**config.mk**
```make
export PLATFORM = sky130hd
export DESIGN_NAME = hardware_stack_unit
export DESIGN_NICKNAME = d
export VERILOG_FILES = /design/src/rtl/gpp_stack_pkg.sv /design/src/rtl/stack_memory.sv /design/src/rtl/hardware_stack_unit.sv
export SDC_FILE = /design/constraint.sdc
export NUM_CORES = 1
export LEC_CHECK = 0
export ABC_AREA = 1
export BUFFER_PORTS_ARGS = -buffer_cell sky130_fd_sc_hd__buf_2
export CAP_MARGIN = 30
export CORE_MARGIN = 2
export CORE_UTILIZATION = 45
export CTS_BUF_LIST = sky130_fd_sc_hd__clkbuf_4 sky130_fd_sc_hd__clkbuf_8
export CTS_CLUSTER_DIAMETER = 60
export DETAILED_ROUTE_END_ITERATION = 8
export PLACE_DENSITY = 0.62
export SYNTH_ARGS = -nofsm -noshare
export SYNTH_HDL_FRONTEND = slang
export SYNTH_HIERARCHICAL = 1
export SYNTH_SLANG_ARGS = --single-unit
```
**constraint.sdc**
```tcl
create_clock -name clk -period 3.1 [get_ports clk]
set_input_delay 0.465 -clock clk [delete_from_list [all_inputs] [get_ports clk]]
set_output_delay 0.465 -clock clk [all_outputs]
set_load 0.01 [all_outputs]
```
**src/rtl/gpp_stack_pkg.sv**
```systemverilog
// ---------------------------------------------------------------------------
// gpp_stack_pkg
// Shared definitions for the hardware stack unit that sits in front of the
// general purpose register file.
//   DEFAULT_DATA_WIDTH       default width of one stack entry
//   DEFAULT_ADDR_WIDTH_STACK default log2 of the stack depth
//   stack_op_t               operation decoded from the {push, pop} pair
//   decode_op()              maps {push, pop} onto stack_op_t
// ---------------------------------------------------------------------------
package gpp_stack_pkg;

    localparam int DEFAULT_DATA_WIDTH       = 16;
    localparam int DEFAULT_ADDR_WIDTH_STACK = 4;

    // The encoding is the raw {push, pop} pair, so decoding is a plain cast.
    typedef enum logic [1:0] {
        STACK_IDLE    = 2'b00,
        STACK_POP     = 2'b01,
        STACK_PUSH    = 2'b10,
        STACK_REPLACE = 2'b11
    } stack_op_t;

    function automatic stack_op_t decode_op(input logic push, input logic pop);
        return stack_op_t'({push, pop});
    endfunction

endpackage : gpp_stack_pkg

```
**src/rtl/stack_memory.sv**
```systemverilog
// ---------------------------------------------------------------------------
// stack_memory
// Storage array for the hardware stack: 2**ADDR_WIDTH x DATA_WIDTH entries,
// synchronous write, combinational read. Contents are not reset.
//   clk_i    rising-edge clock
//   we_i     write enable
//   waddr_i  write address
//   wdata_i  write data
//   raddr_i  read address
//   rdata_o  read data (combinational from raddr_i)
// ---------------------------------------------------------------------------
module stack_memory #(
    parameter int DATA_WIDTH = 16,
    parameter int ADDR_WIDTH = 4
) (
    input  logic                  clk_i,
    input  logic                  we_i,
    input  logic [ADDR_WIDTH-1:0] waddr_i,
    input  logic [DATA_WIDTH-1:0] wdata_i,
    input  logic [ADDR_WIDTH-1:0] raddr_i,
    output logic [DATA_WIDTH-1:0] rdata_o
);

    logic [DATA_WIDTH-1:0] mem_q [2**ADDR_WIDTH];

    always_ff @(posedge clk_i) begin
        if (we_i) begin
            mem_q[waddr_i] <= wdata_i;
        end
    end

    assign rdata_o = mem_q[raddr_i];

endmodule : stack_memory

```
**src/rtl/hardware_stack_unit.sv**
```systemverilog
// ---------------------------------------------------------------------------
// hardware_stack_unit
// LIFO call/data stack feeding register 0 of the register file through the
// file's stack write port.
//   clk                        rising-edge clock
//   reset_n                    asynchronous active-low reset
//   push / pop                 requests, sampled on the rising edge
//   push_data                  value to push
//   clear_error                synchronously clears the sticky error flags
//   stack_write_enable         one-cycle strobe, the cycle after an accepted pop
//   stack_register_write_data  popped value; holds while the strobe is low
//   stack_count                number of stored entries
//   full / empty               combinational from the stack pointer
//   overflow / underflow       sticky error flags
//
// Request semantics: push and pop are level requests with no back-pressure.
// Each one is acted on in the cycle it is sampled high; a request that would
// cross a boundary (push while full, pop while empty) is dropped and recorded
// in the matching sticky flag instead. push and pop together always produce
// a strobe and never an error.
// ---------------------------------------------------------------------------
module hardware_stack_unit
    import gpp_stack_pkg::*;
#(
    parameter int DATA_WIDTH       = DEFAULT_DATA_WIDTH,
    parameter int ADDR_WIDTH_STACK = DEFAULT_ADDR_WIDTH_STACK
) (
    input  logic                        clk,
    input  logic                        reset_n,
    input  logic                        push,
    input  logic                        pop,
    input  logic [DATA_WIDTH-1:0]       push_data,
    input  logic                        clear_error,
    output logic                        stack_write_enable,
    output logic [DATA_WIDTH-1:0]       stack_register_write_data,
    output logic [ADDR_WIDTH_STACK:0]   stack_count,
    output logic                        full,
    output logic                        empty,
    output logic                        overflow,
    output logic                        underflow
);

    localparam int                        DEPTH   = 2**ADDR_WIDTH_STACK;
    localparam logic [ADDR_WIDTH_STACK:0] SP_FULL = (ADDR_WIDTH_STACK+1)'(DEPTH);
    localparam logic [ADDR_WIDTH_STACK:0] SP_ONE  = (ADDR_WIDTH_STACK+1)'(1);

    // sp counts stored entries (one extra bit so "full" is representable);
    // the top entry lives at mem[sp-1].
    logic [ADDR_WIDTH_STACK:0]   sp_q, sp_d;
    logic [ADDR_WIDTH_STACK:0]   sp_m1;
    logic                        strobe_q, strobe_d;
    logic [DATA_WIDTH-1:0]       data_q, data_d;
    logic                        ovf_q, ovf_d;
    logic                        unf_q, unf_d;
    logic                        ovf_evt, unf_evt;
    logic                        is_full, is_empty;
    stack_op_t                   op;

    logic                        mem_we;
    logic [ADDR_WIDTH_STACK-1:0] mem_waddr;
    logic [ADDR_WIDTH_STACK-1:0] top_addr;
    logic [DATA_WIDTH-1:0]       top_data;

    assign op       = decode_op(push, pop);
    assign is_full  = (sp_q == SP_FULL);
    assign is_empty = (sp_q == '0);
    assign sp_m1    = sp_q - SP_ONE;
    // Only consumed when the stack is non-empty, so the wrap at sp=0 is harmless.
    assign top_addr = sp_m1[ADDR_WIDTH_STACK-1:0];

    stack_memory #(
        .DATA_WIDTH (DATA_WIDTH),
        .ADDR_WIDTH (ADDR_WIDTH_STACK)
    ) u_stack_memory (
        .clk_i   (clk),
        .we_i    (mem_we),
        .waddr_i (mem_waddr),
        .wdata_i (push_data),
        .raddr_i (top_addr),
        .rdata_o (top_data)
    );

    always_comb begin
        sp_d      = sp_q;
        strobe_d  = 1'b0;
        data_d    = data_q;
        ovf_evt   = 1'b0;
        unf_evt   = 1'b0;
        mem_we    = 1'b0;
        mem_waddr = sp_q[ADDR_WIDTH_STACK-1:0];

        unique case (op)
            STACK_PUSH: begin
                if (is_full) begin
                    ovf_evt = 1'b1;
                end else begin
                    mem_we = 1'b1;
                    sp_d   = sp_q + SP_ONE;
                end
            end
            STACK_POP: begin
                if (is_empty) begin
                    unf_evt = 1'b1;
                end else begin
                    data_d   = top_data;
                    strobe_d = 1'b1;
                    sp_d     = sp_m1;
                end
            end
            STACK_REPLACE: begin
                strobe_d = 1'b1;
                if (is_empty) begin
                    // Nothing stored: the pushed value passes straight through.
                    data_d = push_data;
                end else begin
                    // Return the old top and overwrite it in place; depth unchanged.
                    data_d    = top_data;
                    mem_we    = 1'b1;
                    mem_waddr = top_addr;
                end
            end
            default: begin
            end
        endcase

        // A new error in the same cycle as clear_error keeps the flag set.
        ovf_d = (ovf_q & ~clear_error) | ovf_evt;
        unf_d = (unf_q & ~clear_error) | unf_evt;
    end

    always_ff @(posedge clk or negedge reset_n) begin
        if (!reset_n) begin
            sp_q     <= '0;
            strobe_q <= 1'b0;
            data_q   <= '0;
            ovf_q    <= 1'b0;
            unf_q    <= 1'b0;
        end else begin
            sp_q     <= sp_d;
            strobe_q <= strobe_d;
            data_q   <= data_d;
            ovf_q    <= ovf_d;
            unf_q    <= unf_d;
        end
    end

    assign stack_write_enable        = strobe_q;
    assign stack_register_write_data = data_q;
    assign stack_count               = sp_q;
    assign full                      = is_full;
    assign empty                     = is_empty;
    assign overflow                  = ovf_q;
    assign underflow                 = unf_q;

endmodule : hardware_stack_unit

```
Word-level counts from Yosys, hierarchy flattened

Memories as Yosys holds them, arrays and structs flattened.
Index checks and enable logic that the tools add are counted.

$add $sub $neg: 2
Equality and inequality tests: 6
Muxes and demuxes: 18
Bitwise operators: 5
Reduce and logical (&&, ||, !) cells: 5

Operators with widths:

| kind                                              | number |
|---|---|
| two-way mux 16 bit                                | 2 |
| case mux 16 bit (2 select lines)                  | 1 |
| two-way mux 5 bit                                 | 2 |
| case mux 5 bit (2 select lines)                   | 1 |
| two-way mux 1 bit                                 | 8 |
| two-way mux 4 bit                                 | 2 |
| adder 5 x 1 -> 5 bit (second input constant)      | 1 |
| == test 5 bit (second input constant)             | 1 |
| logical NOT 5 bit                                 | 1 |
| subtractor 5 x 1 -> 5 bit (second input constant) | 1 |
| == test 2 bit (second input constant)             | 2 |
| != test 2 bit (second input constant)             | 2 |
| case mux 1 bit (2 select lines)                   | 2 |
| nonzero test 2 bit                                | 2 |
| AND reduction 3 bit                               | 1 |
| AND 1 bit                                         | 2 |
| == test 2 x 1 -> 1 bit (second input constant)    | 1 |
| bitwise OR 1 bit                                  | 2 |
| AND reduction 2 bit                               | 1 |
| inverter 1 bit                                    | 1 |

Register bits after elaboration: 24
RAM bits: 256
Bits of input ports: 21
Output and inout bits: 26
Logic and storage cells: 42
Memories kept: 1

Memory list:

| memory               | depth | bits a word | read ports | clocked after Yosys merged registers in | write ports | line               | text |
|---|---|---|---|---|---|---|---|
| u_stack_memory.mem_q | 16    | 16          | 1          | 0                                       | 1           | stack_memory.sv:24 | `logic [DATA_WIDTH-1:0] mem_q [2**ADDR_WIDTH];` |

Depth between registers and ports, before layout

Gate-level depths: netlist (run 1).

Word-level depth: 5
Mapped depth: 14
Gate-level depth less buffers: 12

By module

The synthesis (run 1) kept the hierarchy.

By module, submodules not included:

| module              | instances | cells an instance | area an instance (µm²) | sequential area each (µm²) |
|---|---|---|---|---|
| stack_memory        | 1         | 1,058             | 11,060.6               | 7,687.4 |
| hardware_stack_unit | 1         | 221               | 1,500.2                | 600.6 |

Worst setup path before layout (run 1)

Ideal clock, no wire load.

Path type: register to register
From: register sp_q[0], in the netlist stack_count[0]
To: memory u_stack_memory.mem_q[4][0], enable pin
Setup time: 0.388 ns
Arrival time: 2.406 ns
Required time: 2.712 ns
Path slack: 0.305 ns
Cell stages (with the launch flop): 10
Buffers on the path: 0
Clock period less this slack: 2.795 ns
Cell sequence: dfrtp_1 -> inv_1 -> ha_1 -> nand3_2 -> nand2_1 -> inv_1 -> nand2_1 -> o21ai_0 -> nand3b_1 -> nor2_1

Elaborated cells on any way between the ends: 10
Classes of those cells: add/sub: 1; eq/ne: 1; mux: 7; reduce/logical: 1

RTL lines:

| what                      | line                       | text |
|---|---|---|
| start, declared           | hardware_stack_unit.sv:49  | `logic [ADDR_WIDTH_STACK:0] sp_q, sp_d;` |
| start signal, assigned    | hardware_stack_unit.sv:139 | `sp_q <= sp_d;` |
| subtractor 5 x 1 -> 5 bit | hardware_stack_unit.sv:67  | `assign sp_m1 = sp_q - SP_ONE;` |
| net sp_m1[0]              | hardware_stack_unit.sv:50  | `logic [ADDR_WIDTH_STACK:0] sp_m1;` |
| two-way mux 4 bit         | hardware_stack_unit.sv:112 | `if (is_empty) begin` |
| two-way mux 4 bit         | hardware_stack_unit.sv:92  | `unique case (op)` |
| end, declared             | stack_memory.sv:24         |  |

The timed path passes the listed nets, and every way through them passes these cells.

Worst setup path in the final report (run 1)

From: register sp_q[0], in the netlist stack_count[0]
To: register data_q[10], in the netlist stack_register_write_data[10]

Longest elaborated chain between the ends: 4
Elaborated cells on any way between the ends: 8
Classes of those cells: add/sub: 1; eq/ne: 1; mux: 3; reduce/logical: 2; memory: 1

RTL lines:

| what                                  | line                                                   | text |
|---|---|---|
| subtractor 5 x 1 -> 5 bit *           | hardware_stack_unit.sv:67                              |  |
| net sp_m1[0]                          | hardware_stack_unit.sv:50                              |  |
| memory (16 x 16 bit) *                | -                                                      |  |
| net top_data[10]                      | hardware_stack_unit.sv:62                              | `logic [DATA_WIDTH-1:0] top_data;` |
| two-way mux 16 bit (on tied branches) | hardware_stack_unit.sv:112, hardware_stack_unit.sv:102 |  |
| case mux 16 bit (2 select lines) *    | hardware_stack_unit.sv:92                              |  |
| end signal, assigned                  | hardware_stack_unit.sv:141                             | `data_q <= data_d;` |
| end, declared                         | hardware_stack_unit.sv:52                              | `logic [DATA_WIDTH-1:0] data_q, data_d;` |

The timed path passes the listed nets; every way through them passes the cells marked *. The select of a mux whose other input is x is not followed.
A chain may end at the register's enable or synchronous reset.

==> impl_metrics.toml, run 1 <==
[final_layout]
nets = 1387
area_delta_synth_final_pct = 14.19
fill_cells = 2528
finalInstanceArea_um2 = 14340
layout_common_cells = "435 x nand2_1, 256 x edfxtp_1, 240 x inv_1"
antenna_cells = 0
drive_above_1_share_pct = 14.39
final_common_cell = "nand2_1"

[hold_path]
hp-class = "in -> reg"
holdPathEnd = "underflow"
hold_depth = 2
hp-start = "clear_error"

[sta]
max_slew_margin_pct = 49.23
final.min_clock_period_ps = 2618
finalCritPeriodShare_pct = 84.44
final_max_slew_viol_count = 0
tns_ps = 0
hold_violations = 0
max_freq_ghz = 0.3820
rsz0062_at_grt = "false"
clock-skew-final_ps = 20.75
layout_setup_ws_ps = 482.3
final-setup-viol-count = 0
worstMarginPinSlew_ps = 760.8

[clocking]
clockRootBuffer = "clkbuf_8"
htreeDepth = 2
numClockSinks = 280
path_clk_slew_ps = 60
cts_buffers = 48
cts_setup_buffers = 0
clockBufferDepth = 3
insertion_delay_ps = 560
cts_tree = "done"

[routing]
wl_per_cell_um = 17.68
drcViolationCount = 0
postRouteAntennaNets = 0
drt_iter0_drc = 719
vias = 8731
drtPass1Iterations = 5
viasPerCell = 4.919
routed_wl_um = 31390

[global_routing]
grt_max_degree = 130
busiest_layer = "met2"
grt_util_all_layers_pct = 22.07
first_global_vias = 8299
grt_first_pass_wirelength_um = 48360
use_met3_pct = 3.886
antenna_found_initial = 0
grtUsageMet2_pct = 35.62
grtUsageMet1_pct = 30.67
grt-ovfl-total = 0

[die]
ioPinCount = 47
fp-row-count = 61
design.core.area_um2 = 27630
die_area_um2 = 29260
die_y_um = 171.1
start_util_pct = 45.46
die_w_um = 171.1

[synthesis]
ys_types = 26
synth_cells = 1279
synth.net_count = 1302
netlist_area_um2 = 12560
ys_ff_latch = 280
seq_area_frac_synth_pct = 65.98
avgSynthCellArea_um2 = 9.821
yosys_warnings = 6

[pwr]
p_comb_share_pct = 43.7
switching_share_pct = 41.52
internal-power_uw = 8463
p_seq_share_pct = 33.3
cellLeakagePower_uw = 0.006530
peakVddDrop_mv = 0.6014
switchingPower_uw = 6010
pwr_density_cell_nw_per_um2 = 1009
pwr-share-clk_pct = 23.0

[worst_setup_path]
cp_slowest_cell = "dfrtp_1"
rrSetupSlack_ps = 480
critPathMaxStageDelay_ps = 470
worstSetupStartpointType = "flip-flop"
path_common_cell = "nand2_1"
worst_setup_path_end_kind = "flip-flop"
path_buf_inv = 6
arrival_ps = 3100
criticalPathCategory = "reg -> reg"
r2r-start = "stack_count[0]"
crit_family = "buffers and inverters"
crit_chain = "inv_4 > ha_1 > buf_4 > xor2_4 > buf_4 > inv_1 > buf_4 > nand3_1 > nand3_1 > nand2_1 > inv_1 > nand2_1 > nand2_1 > nand2_1"
r2r-end = "stack_register_write_data[10]"
reg2reg_depth = 14
cp_max_fo = 34
critical_path_required_ps = 3590

[place]
io_buffers = 46
place_ws_ps = 566.6
post_dp_cell_area_um2 = 13380
routabilityCongestion = 0.8558
dpl.hpwl_um = 18700

[run]
maxCapViolations = 0

[run_status]
status = "completed"
==> cell families after synthesis <==
group,after synthesis,synth area share (%)
AO/OA/AOI/OAI,21,0.8468
AND/OR/NAND/NOR,669,22.52
adder cells (fa/ha/maj),2,0.1992
XOR/XNOR,4,0.2789
buffers and inverters,303,10.17
flip-flops,280,65.98
==> worst max-delay path by stage <==
stage / startpoint / end / cells after the start
2_1_floorplan: stack_count[0] / u_stack_memory/mem_q[4][0] / 9
3_5_place_dp: stack_count[0] / stack_register_write_data[10] / 14
5_1_grt: stack_count[0] / stack_register_write_data[10] / 14
3_3_place_gp: stack_count[0] / stack_register_write_data[10] / 14
6_report: stack_count[0] / stack_register_write_data[10] / 14
4_1_cts: stack_count[0] / stack_register_write_data[10] / 14
==> layer usage <==
layer  vias up  wire length [um]
met2       291             14540
met4         0               677
met5         -                 0
met1      4134             13870
li1       4251                 -
met3        55              2302
==> flip-flops by register name, summed over array words and instances, names as in the netlist <==
signal                     flops
underflow                      1
overflow                       1
stack_write_enable             1
stack_register_write_data     16
stack_count                    5
u_stack_memory/mem_q         256
==> Yosys cell counts (all sizes together) <==
library cell  number  area share (%)
dfrtp             24             4.8
edfxtp           256              61
nand2            439              13
xor2               4            0.28
clkbuf            11            0.33
nor2              21            0.71
nand3            204             8.3
inv              247             7.4
buf               45             2.4
nand4              2            0.10
and2               1           0.050
o22ai              1           0.050
ha                 2            0.20
o21ai             20            0.80
nand3b             2            0.12
==> final cells by class <==
cell class              count  area (um2)  share of cell area, %
clock buffers              69       830.8                  5.792
repair buffers             91       645.6                  4.501
well taps                 378       473.0                  3.297
flip-flops and latches    280        8288                  57.78
multi-input cells         696        3054                  21.29
clock inverters            14       118.9                 0.8287
inverters                 247       933.4                  6.507
==> timing repair <==
item,CTS,global route
gates resized for setup,0,0
hold buffers,1,0
hold endpoints to repair,24,0
endpoints found under the setup margin,0,0
==> power groups by stage <==
stage | sequential, uW | combinational, uW | clock [uW]
after global routing | 4860 | 7050 | 3570
after global placement | 4890 | 6270 | 0
after detailed placement | 4900 | 6290 | 0
after floorplan | 4890 | 4240 | 0
final | 4830 | 6320 | 3330
after CTS | 4820 | 6330 | 3400
==> per-stage QoR <==
stage,power [uW],std cells,hold WS (ps),utilization (%)
2_1_floorplan,9125,1279,169.4,-
3_3_place_gp,11160,1691,447.8,48.44
3_5_place_dp,11190,1691,454.1,48.44
4_1_cts,14560,1775,71.87,51.92
5_1_grt,15480,1775,90.80,51.92
6_report,14470,1775,100.8,51.92
(Power assumes the default switching activity.)
==> inputs of run 2 (changes only) <==
- clock period: 3.1 -> 2.7 ns (I/O delays scaled with it)
==> run 2 against run 1 <==
- global-route usage decreased by 0.73 points
- wire length is 2.9% lower
- highest routed layer unchanged
- largest power group unchanged
- critical path type unchanged
- power increased by 13%
==> impl_metrics.toml, run 2 (same netlist as run 1, synthesis figures left out) <==
[sta]
final-setup-viol-count = 0
max_freq_ghz = 0.4121
finalCritPeriodShare_pct = 89.87
layout_setup_ws_ps = 273.6
worstMarginPinSlew_ps = 620.6
tns_ps = 0
rsz0062_at_grt = "false"
final.min_clock_period_ps = 2426
final_max_slew_viol_count = 0
clock-skew-final_ps = 17.72
max_slew_margin_pct = 58.63
hold_violations = 0

[routing]
routed_wl_um = 30480
drcViolationCount = 0
vias = 8743
postRouteAntennaNets = 0
viasPerCell = 4.923
wl_per_cell_um = 17.16
drt_iter0_drc = 762
drtPass1Iterations = 5

[global_routing]
first_global_vias = 8329
grt_max_degree = 129
antenna_found_initial = 0
grt_first_pass_wirelength_um = 47110
grt-ovfl-total = 0
grt_util_all_layers_pct = 21.33

[clocking]
htreeDepth = 2
numClockSinks = 280
path_clk_slew_ps = 60
clockBufferDepth = 3
cts_setup_buffers = 0
clockRootBuffer = "clkbuf_8"
cts_buffers = 46
cts_tree = "done"
insertion_delay_ps = 550

[worst_setup_path]
cp_slowest_cell = "dfrtp_1"
arrival_ps = 2670
rrSetupSlack_ps = 270
worstSetupStartpointType = "flip-flop"
reg2reg_depth = 9
critPathMaxStageDelay_ps = 400
cp_max_fo = 11
worst_setup_path_end_kind = "flip-flop"
criticalPathCategory = "reg -> reg"
path_common_cell = "buf_4"
critical_path_required_ps = 2940
crit_chain = "inv_4 > ha_1 > buf_4 > xor2_4 > nand2_1 > o21ai_0 > nand3b_1 > nor2_2 > buf_4"

[final_layout]
finalInstanceArea_um2 = 14280
largest_reg_flops = 256
fill_cells = 2551
area_delta_synth_final_pct = 13.72
layout_common_cells = "435 x nand2_1, 256 x edfxtp_1, 240 x inv_1"
antenna_cells = 0
final_common_cell = "nand2_1"
regArea_um2 = 8288
drive_above_1_share_pct = 14.31
multi_input_area_um2 = 3054
top_register = "u_stack_memory/mem_q"
nets = 1390

[pwr]
pwr_density_cell_nw_per_um2 = 1146
cellLeakagePower_uw = 0.006505
peakVddDrop_mv = 0.7860
power.total_uw = 16370

[run_status]
status = "completed"

[die]
fp-row-count = 61
start_util_pct = 45.46
design.core.area_um2 = 27630
die_w_um = 171.1
die_area_um2 = 29260
ioPinCount = 47
die_y_um = 171.1

[hold_path]
hp-class = "in -> reg"
hold_depth = 2

[run]
maxCapViolations = 0

[place]
place_ws_ps = 332.2
io_buffers = 46
dpl.hpwl_um = 18630
routabilityCongestion = 0.8452
post_dp_cell_area_um2 = 13410
[run 2: report_power, final]
group / switching [uW] / internal, uW
clock network: 1610 / 1910
logic: 5030 / 2320
registers: 214 / 5290
total: 6850 / 9520
[run 2: metal layers]
metal  GRT usage (%)  vias up  part of all wire (%)
met1           28.50     4155                    43
li1                -     4254                     -
met4           7.553        0                   2.9
met2           35.10      271                    48
met3           3.863       63                   6.7
met5               0        -                     0
[run 2: worst paths after layout]
path | from | endpoint
worst max-delay path | stack_count[0] | u_stack_memory/mem_q[11][9]
worst min-delay path | clear_error | underflow
worst max register to register | stack_count[0] | u_stack_memory/mem_q[11][9]
worst min register to register | stack_register_write_data[8] | stack_register_write_data[8]
max in group asynchronous | reset_n | stack_register_write_data[7]
min in group asynchronous | reset_n | stack_register_write_data[4]
[run 2: cell type report]
class	count	share of cell area (%)
timing repair buffer	96	4.695
sequential	280	58.02
multi-input combinational	696	21.38
inverter	247	6.535
clock buffer	69	5.685
clock inverter	10	0.3679
tap	378	3.311
[run 2: timing repair]
item	in CTS	in global routing
hold endpoints to repair	24	0
hold buffers	1	0
gates resized for setup	0	0
[run 2: stage by stage]
step / hold WS (ps) / util (%) / instances
2_1_floorplan: 109.4 / - / 1279
3_3_place_gp: 451.5 / 48.53 / 1696
3_5_place_dp: 458.0 / 48.53 / 1696
4_1_cts: 30.31 / 51.70 / 1776
5_1_grt: 31.47 / 51.70 / 1776
6_report: 51.11 / 51.70 / 1776
[run 2: worst max-delay path, delay by kind of cell (launching register included)]
family	cells	cell delay [ps]
AND/OR/NAND/NOR	3	640
buffers and inverters	3	500
flip-flops	1	400
adder cells (fa/ha/maj)	1	230
XOR/XNOR	1	190
AO/OA/AOI/OAI	1	150
